--- src/rtl/branch_history_predictor.sv ---
// Saturating-counter direction predictor with optional gshare history; lookup is combinational,
// updates land on the next clock edge. No backpressure: one resolved branch is accepted every cycle.
module branch_history_predictor #(
    parameter int IDX_BITS = 6,
    parameter int CTR_BITS = 2,
    parameter int GHR_BITS = 6
) (
    input  logic                clk,
    input  logic                rst,
    input  logic [31:0]         lookup_pc,
    output logic                predict_taken,
    output logic [IDX_BITS-1:0] predict_index,
    input  logic                update_valid,
    input  logic [IDX_BITS-1:0] update_index,
    input  logic                update_taken,
    input  logic                update_mispredict,
    output logic [31:0]         mispredict_count
);

    localparam int ENTRIES = 1 << IDX_BITS;
    localparam logic [CTR_BITS-1:0] CTR_MAX = '1;
    localparam logic [CTR_BITS-1:0] CTR_WNT = CTR_BITS'((1 << (CTR_BITS - 1)) - 1);

    if (CTR_BITS < 2) begin : g_bad_ctr
        $error("branch_history_predictor: CTR_BITS must be at least 2");
    end
    if (GHR_BITS > IDX_BITS || GHR_BITS < 0) begin : g_bad_ghr
        $error("branch_history_predictor: GHR_BITS must lie in 0..IDX_BITS");
    end

    logic [CTR_BITS-1:0] ctr_q [ENTRIES];
    logic [CTR_BITS-1:0] ctr_d [ENTRIES];
    logic [CTR_BITS-1:0] ctr_cur;
    logic [IDX_BITS-1:0] hist_hash;
    logic [IDX_BITS-1:0] pc_idx;
    logic [31:0]         mispredict_count_q;
    logic [31:0]         mispredict_count_d;
    logic                unused_pc_bits;

    assign pc_idx         = lookup_pc[IDX_BITS+1:2];
    assign unused_pc_bits = ^{lookup_pc[31:IDX_BITS+2], lookup_pc[1:0]};

    // History advances only when a branch resolves, so fetch always hashes with committed history.
    if (GHR_BITS > 0) begin : g_ghr
        logic [GHR_BITS-1:0] ghr_q;
        logic [GHR_BITS-1:0] ghr_d;

        always_comb begin
            ghr_d = ghr_q;
            if (update_valid) begin
                ghr_d = GHR_BITS'({ghr_q, update_taken});
            end
        end

        always_ff @(posedge clk) begin
            if (rst) begin
                ghr_q <= '0;
            end else begin
                ghr_q <= ghr_d;
            end
        end

        assign hist_hash = IDX_BITS'(ghr_q);
    end else begin : g_no_ghr
        assign hist_hash = '0;
    end

    assign predict_index    = pc_idx ^ hist_hash;
    assign predict_taken    = ctr_q[predict_index][CTR_BITS-1];
    assign mispredict_count = mispredict_count_q;

    always_comb begin
        for (int i = 0; i < ENTRIES; i++) begin
            ctr_d[i] = ctr_q[i];
        end
        ctr_cur = ctr_q[update_index];
        if (update_valid) begin
            if (update_taken) begin
                if (ctr_cur != CTR_MAX) begin
                    ctr_d[update_index] = ctr_cur + CTR_BITS'(1);
                end
            end else begin
                if (ctr_cur != '0) begin
                    ctr_d[update_index] = ctr_cur - CTR_BITS'(1);
                end
            end
        end
    end

    always_comb begin
        mispredict_count_d = mispredict_count_q;
        if (update_valid && update_mispredict && (mispredict_count_q != 32'hFFFF_FFFF)) begin
            mispredict_count_d = mispredict_count_q + 32'd1;
        end
    end

    always_ff @(posedge clk) begin
        if (rst) begin
            for (int i = 0; i < ENTRIES; i++) begin
                ctr_q[i] <= CTR_WNT;
            end
            mispredict_count_q <= '0;
        end else begin
            for (int i = 0; i < ENTRIES; i++) begin
                ctr_q[i] <= ctr_d[i];
            end
            mispredict_count_q <= mispredict_count_d;
        end
    end

endmodule
--- config.mk ---
export PLATFORM = sky130hd
export DESIGN_NAME = branch_history_predictor
export DESIGN_NICKNAME = d
export VERILOG_FILES = /design/src/rtl/branch_history_predictor.sv
export SDC_FILE = /design/constraint.sdc
export NUM_CORES = 1
export LEC_CHECK = 0
export ABC_AREA = 0
export BUFFER_PORTS_ARGS = -buffer_cell sky130_fd_sc_hd__buf_4
export CELL_PAD_IN_SITES_DETAIL_PLACEMENT = 0
export CELL_PAD_IN_SITES_GLOBAL_PLACEMENT = 2
export CORE_MARGIN = 2
export CORE_UTILIZATION = 37
export DETAILED_ROUTE_END_ITERATION = 6
export PLACE_DENSITY = 0.86
export SLEW_MARGIN = 20
export SYNTH_ARGS = -nofsm -noshare
export SYNTH_HDL_FRONTEND = slang
export SYNTH_SLANG_ARGS = --single-unit
--- constraint.sdc ---
create_clock -name clk -period 4.7 [get_ports clk]
set_input_delay 0.94 -clock clk [delete_from_list [all_inputs] [get_ports clk]]
set_output_delay 0.94 -clock clk [all_outputs]
set_load 0.01 [all_outputs]
==> results of run 1 <==
final timing paths:
kind | slack [ns] | depth (start not counted) | to
setup / recovery | 0.66 | 17 | flop
hold / removal | 0.47 | 1 | flop
setup reg to reg | 1.24 | 14 | flop
hold reg to reg | 0.47 | 1 | flop
per-stage QoR:
| stage | worst slack, ns | instance area [um^2] | hold slack (ns) |
|---|---|---|---|
| 6_report | 0.6632 | 10300 | 0.4743 |
| 5_1_grt | 0.4048 | 10300 | 0.4932 |
| 4_1_cts | 0.7225 | 10300 | 0.4743 |
| 3_5_place_dp | 0.2593 | 9702 | 0.4585 |
| 3_3_place_gp | 0.3441 | 9702 | 0.4491 |
| 2_1_floorplan | 0.7209 | 8640 | 0.4311 |
power by group:
group          leakage, nW  switching (mW)  total (mW)  internal [mW]
sequential            1.34         0.00712        1.42           1.41
combinational         2.25           0.249       0.382          0.132
clock                0.283           0.605        1.45          0.845
total                 3.88           0.861        3.25           2.39
per-layer routing:
| metal | global-route usage, % | part of all wire, % | up-vias |
|---|---|---|---|
| met5 | 0 | 0 | - |
| met4 | 5.461 | 1.5 | 0 |
| met3 | 4.043 | 5.4 | 19 |
| met2 | 32.75 | 46 | 213 |
| met1 | 29.17 | 48 | 3558 |
| li1 | - | - | 3675 |
cells by family after synthesis:
group                    count (synthesis)  share of synthesized area (%)
AO/OA/AOI/OAI                          235                          17.45
flip-flops                             166                          38.46
multiplexers                            90                          14.03
AND/OR/NAND/NOR                        372                          21.00
adder cells (fa/ha/maj)                  3                         0.4345
XOR/XNOR                                33                          3.563
buffers and inverters                   81                          5.054
synth_stat cells, types with 5 or more instances:
cell type  instances
nand3_1           29
o21ai_0           80
mux4_2            16
o22ai_1           12
dfxtp_1          166
inv_1              7
a221oi_1          12
mux2i_1           59
and3_1             9
xor2_1            24
buf_6             15
nand2_1           95
buf_2              7
nor3_1             5
mux4_1             6
nand2b_1          12
or3_1              5
and4_1             5
nor4_1             6
a211o_1           41
nor2_1           120
mux2_2             6
a22oi_1            6
a21oi_1           59
nand3b_1          18
clkbuf_1          49
nand4_1           10
xnor2_1            8
nor2b_1           40
critical path, stage by stage:
cell	delay [ns]
buf_4	0.18
and2_4	0.20
a221oi_1	0.29
a21oi_1	0.07
a221oi_1	0.29
buf_4	0.18
o21ai_0	0.11
or4_1	0.50
ha_1	0.21
mux2i_1	0.15
and3_1	0.28
buf_4	0.15
nand2_1	0.07
buf_4	0.19
nor2_1	0.19
nor2b_1	0.08
a211o_1	0.26
cell type report:
cell class	count	area share (%)
Multi-Input combinational cell	733	47.51
Sequential cell	166	32.26
Timing Repair Buffer	131	10.27
Clock buffer	19	4.202
Tap cell	313	3.801
Clock inverter	12	1.627
Inverter	9	0.3279
cell usage in the layout, fill, tap and decap left out, drive strengths merged, types with 7 or more instances in the layout:
cell type / synthesis / routed
a211o: 41 / 41
a21oi: 60 / 60
a221oi: 13 / 13
a22oi: 7 / 7
and3: 9 / 9
buf: 23 / 131
clkbuf: 49 / 19
dfxtp: 166 / 166
inv: 8 / 13
mux2: 8 / 8
mux2i: 60 / 60
mux4: 22 / 22
nand2: 95 / 95
nand2b: 12 / 12
nand3: 29 / 29
nand3b: 19 / 19
nand4: 10 / 10
nor2: 120 / 120
nor2b: 40 / 40
nor3: 7 / 7
o21ai: 80 / 80
o22ai: 12 / 12
xnor2: 8 / 8
xor2: 25 / 25
==> impl_metrics.py, run 1 <==
metrics = {
    "die": {
        "num_rows": 55,
        "start_util_pct": 37.93,
        "core-area_mm2": 0.02278,
        "dieArea_mm2": 0.02459,
        "num_io_pins": 82,
        "die-height_um": 156.8,
        "die_w_um": 156.8,
    },
    "timing": {
        "period_share_pct": 85.89,
        "max_slew_margin_pct": 26.82,
        "hold_violations": 0,
        "tns_ns": 0,
        "rsz0062_at_grt": "no",
        "setup_viol": 0,
        "maxSlewViolCount": 0,
        "fmaxAchievable_ghz": 0.2477,
        "period_minus_slack_ns": 4.037,
        "worstMarginPinSlew_ns": 1.098,
        "finClkSkew_ns": 0.01195,
    },
    "worst_setup_path": {
        "end_kind": "flop",
        "crit_type": "in2reg",
        "path_max_fanout": 14,
        "r2r_start": "ctr_q[43][1]",
        "crit_required_ns": 5.02,
        "crit_start": "update_index[2]",
        "cp_data_arrival_time_ns": 4.36,
        "start_kind": "primary input",
    },
    "routing": {
        "wl_per_cell_um": 18.03,
        "drtIter0Drc": 580,
        "drc": 0,
        "drt_pass1_iterations": 7,
        "drtAntennaViolNets": 0,
        "vias_per_cell": 5.398,
        "num_vias": 7465,
        "totalWireLength_um": 24940,
    },
    "pwr": {
        "leakage_nw": 3.877,
        "p_total_mw": 3.252,
        "peakVddDrop_mv": 0.1886,
        "power_per_cell_area_mw_per_mm2": 315.7,
    },
    "layout": {
        "fin_cells": 1383,
        "drive_gt1_share_pct": 18.50,
        "seqCellArea_mm2": 0.003323,
        "nets": 1104,
        "finish.utilization_pct": 45.23,
        "area_growth_pct": 19.25,
        "fillers": 2248,
        "multi_input_area_mm2": 0.004895,
        "antennaDiodeCount": 0,
    },
    "synthesis": {
        "syn_avg_cell_area_um2": 8.816,
        "yosys.area.top_type": "dfxtp_1",
        "syn_nets": 1026,
        "async_flop_share_pct": 0,
        "synth_flop_cell": "dfxtp_1",
        "synth_area_mm2": 0.008640,
        "synth_edf_count": 0,
        "netlist_top_cells_area": "dfxtp_1 (38%), mux2i_1 (6.8%), nor2_1 (5.2%), o21ai_0 (4.6%), mux4_2 (4.2%)",
        "yosysUniqueCellTypes": 60,
        "ys_warn_count": 0,
        "ys_seq_elements": 166,
        "synth_top_area_share_pct": 38.46,
        "yosysSeqAreaShare_pct": 38.46,
        "syn_inst": 980,
    },
    "cts": {
        "tritoncts.num_buffers": 17,
        "clockBufferDepth": 2,
        "insertion_delay_ns": 0.43,
        "cts_resized": 0,
        "cts_setup_buffers": 0,
        "clkTransAtPathRegs_ns": 0.07,
        "clockRootBuffer": "clkbuf_16",
        "ctsHoldBuffers": 0,
        "clkSinkCount": 166,
        "cts_tree": "yes",
        "htreeDepth": 4,
    },
    "placed_design": {
        "dp_hpwl_um": 17310,
        "portBuffers": 55,
        "placed_cells": 1352,
        "gp_congestion": 0.8371,
    },
    "worst_hold_path": {
        "hold_path_class": "reg2reg",
    },
    "grt": {
        "antenna_found_initial": 0,
        "grt_pass1_wl_um": 39660,
        "globalRouteOverflowTotal": 0,
        "grt_pass1_vias": 7045,
        "grt_util_all_layers_pct": 20.81,
        "grt_start_max_net_pins": 107,
    },
    "run_status": {
        "status": "finished clean",
    },
    "job": {
        "drv_cap": 0,
    },
}
(Power assumes the default switching activity.)
==> run 2, diff against run 1 <==
Settings changed: CORE_MARGIN 2 to 4, CORE_UTILIZATION 37 to 30, PLACE_DENSITY 0.86 to 0.73.
==> run 2 against run 1 <==
  * Final cell count increased by 3.0%
  * Highest routed layer unchanged
  * Die area grew 28%
  * Largest power group is now registers
  * Combinational power barely moved
  * Total power down 1.5%
  * Global-route usage fell by 3.7 points
  * Largest cell class unchanged
==> impl_metrics.py, run 2 (synthesized netlist as in run 1, its figures left out) <==
metrics = {
    "run_status": {
        "status": "finished clean",
    },
    "worst_setup_path": {
        "max_stage_delay_ns": 0.52,
        "worstPathCellList": "buf_4 > and2_0 > a221oi_1 > nor2_1 > o21ai_0 > nand2_1 > or4_1 > ha_1 > mux2i_1 > and3_1 > buf_4 > nand2_1 > buf_4 > nor2_1 > nor2b_1 > a211o_1",
        "crit_type": "in2reg",
        "crit_slowest_cell": "or4_1",
        "end_kind": "flop",
        "path_max_fanout": 18,
        "start_kind": "primary input",
        "crit_required_ns": 5.03,
        "reg2reg_slack_ns": 1.36,
        "cpMostUsedCell": "buf_4",
        "cp_data_arrival_time_ns": 4.39,
    },
    "routing": {
        "wl_per_cell_um": 18.66,
        "drtAntennaViolNets": 0,
        "totalWireLength_um": 26570,
        "drtIter0Drc": 647,
        "vias_per_cell": 5.145,
        "drt_pass1_iterations": 5,
        "drc": 0,
        "num_vias": 7327,
    },
    "layout": {
        "finish.utilization_pct": 36.22,
        "final_common_cell": "dfxtp_1",
        "multi_input_area_mm2": 0.004895,
        "final_cell_mix": "dfxtp_1 (166), nor2_1 (120), buf_4 (100), nand2_1 (95), o21ai_0 (80)",
        "fillers": 2990,
        "antennaDiodeCount": 0,
        "nets": 1079,
        "area_growth_pct": 17.76,
        "seqCellArea_mm2": 0.003323,
        "fin_cells": 1424,
        "drive_gt1_share_pct": 16.83,
    },
    "die": {
        "core-area_mm2": 0.02809,
        "start_util_pct": 30.76,
        "dieArea_mm2": 0.03158,
        "die_w_um": 177.7,
        "die-height_um": 177.7,
        "num_io_pins": 82,
        "num_rows": 61,
    },
    "grt": {
        "grt_pass1_wl_um": 41810,
        "grt_util_all_layers_pct": 17.11,
        "globalRouteOverflowTotal": 0,
        "grt_pass1_vias": 7014,
        "antenna_found_initial": 0,
        "grt_start_max_net_pins": 105,
    },
    "cts": {
        "ctsHoldBuffers": 0,
        "htreeDepth": 4,
        "tritoncts.num_buffers": 17,
        "clockBufferDepth": 2,
        "clkSinkCount": 166,
        "clockRootBuffer": "clkbuf_16",
        "insertion_delay_ns": 0.44,
        "cts_tree": "yes",
        "clkTransAtPathRegs_ns": 0.07,
        "cts_resized": 0,
        "cts_setup_buffers": 0,
    },
    "placed_design": {
        "gp_congestion": 0.7657,
        "portBuffers": 55,
        "pre_cts_slack_ns": 0.2232,
        "placed_cells": 1392,
        "dp_hpwl_um": 18020,
    },
    "timing": {
        "worstMarginPinSlew_ns": 0.9223,
        "setup_viol": 0,
        "tns_ns": 0,
        "fmaxAchievable_ghz": 0.2466,
        "period_minus_slack_ns": 4.055,
        "rsz0062_at_grt": "no",
        "period_share_pct": 86.27,
        "hold_violations": 0,
        "maxSlewViolCount": 0,
        "max_slew_margin_pct": 38.29,
        "fin_ws_ns": 0.6451,
        "finClkSkew_ns": 0.01757,
    },
    "pwr": {
        "peakVddDrop_mv": 0.1752,
        "power_per_cell_area_mw_per_mm2": 314.8,
        "leakage_nw": 3.737,
    },
    "job": {
        "drv_cap": 0,
    },
    "worst_hold_path": {
        "hold_path_class": "reg2reg",
    },
}
run 2: cell count changes in the layout (fill, tap and decap cells not counted):
cell	before	now
clkinv_4	1	2
bufinv_16	3	0
clkinv_8	0	2
clkinv_2	0	1
inv_8	1	5
inv_6	4	3
clkbuf_1	2	0
clkinvlp_4	3	2
buf_4	125	100
run 2: power breakdown:
part           switching [mW]  internal (mW)
Combinational           0.251          0.127
Clock                   0.694          0.709
Sequential            0.00709           1.41
run 2: through the flow:
step           hold slack [ns]  power [mW]  cell area (um^2)
2_1_floorplan           0.4311       1.691              8640
3_3_place_gp            0.4498       1.836              9595
3_5_place_dp            0.4521       1.836              9595
4_1_cts                 0.4689       3.248             10170
5_1_grt                 0.4896       3.327             10170
6_report                0.4649       3.202             10170
run 2: worst paths after layout:
path	endpoint	depth (start not counted)	from
max	flop	16	update_index[0]
min	flop	1	flop
max reg2reg	flop	13	ctr_q[43][1]
min reg2reg	flop	1	flop
run 2: per-layer routing:
| metal | vias up | GRT usage, % | part of all wire, % |
|---|---|---|---|
| met5 | - | 0 | 0 |
| met4 | 0 | 4.125 | 0.98 |
| met3 | 18 | 2.556 | 3.9 |
| met2 | 165 | 26.63 | 45 |
| met1 | 3503 | 24.96 | 50 |
| li1 | 3641 | - | - |
run 2: layout make-up:
type                       instances  share of cell area, %
clock inverter                    15                  1.500
timing repair buffer             106                  8.560
tap                              378                  4.649
sequential                       166                  32.67
inverter                           9                 0.3321
multi-input combinational        733                  48.11
clock buffer                      17                  4.182
run 2: critical path, delay by kind of cell:
family | cells | cell delay, ns
simple gates | 8 | 1.70
compound gates | 3 | 0.80
buf+inv | 3 | 0.59
fa+ha+maj | 1 | 0.21
mux | 1 | 0.15
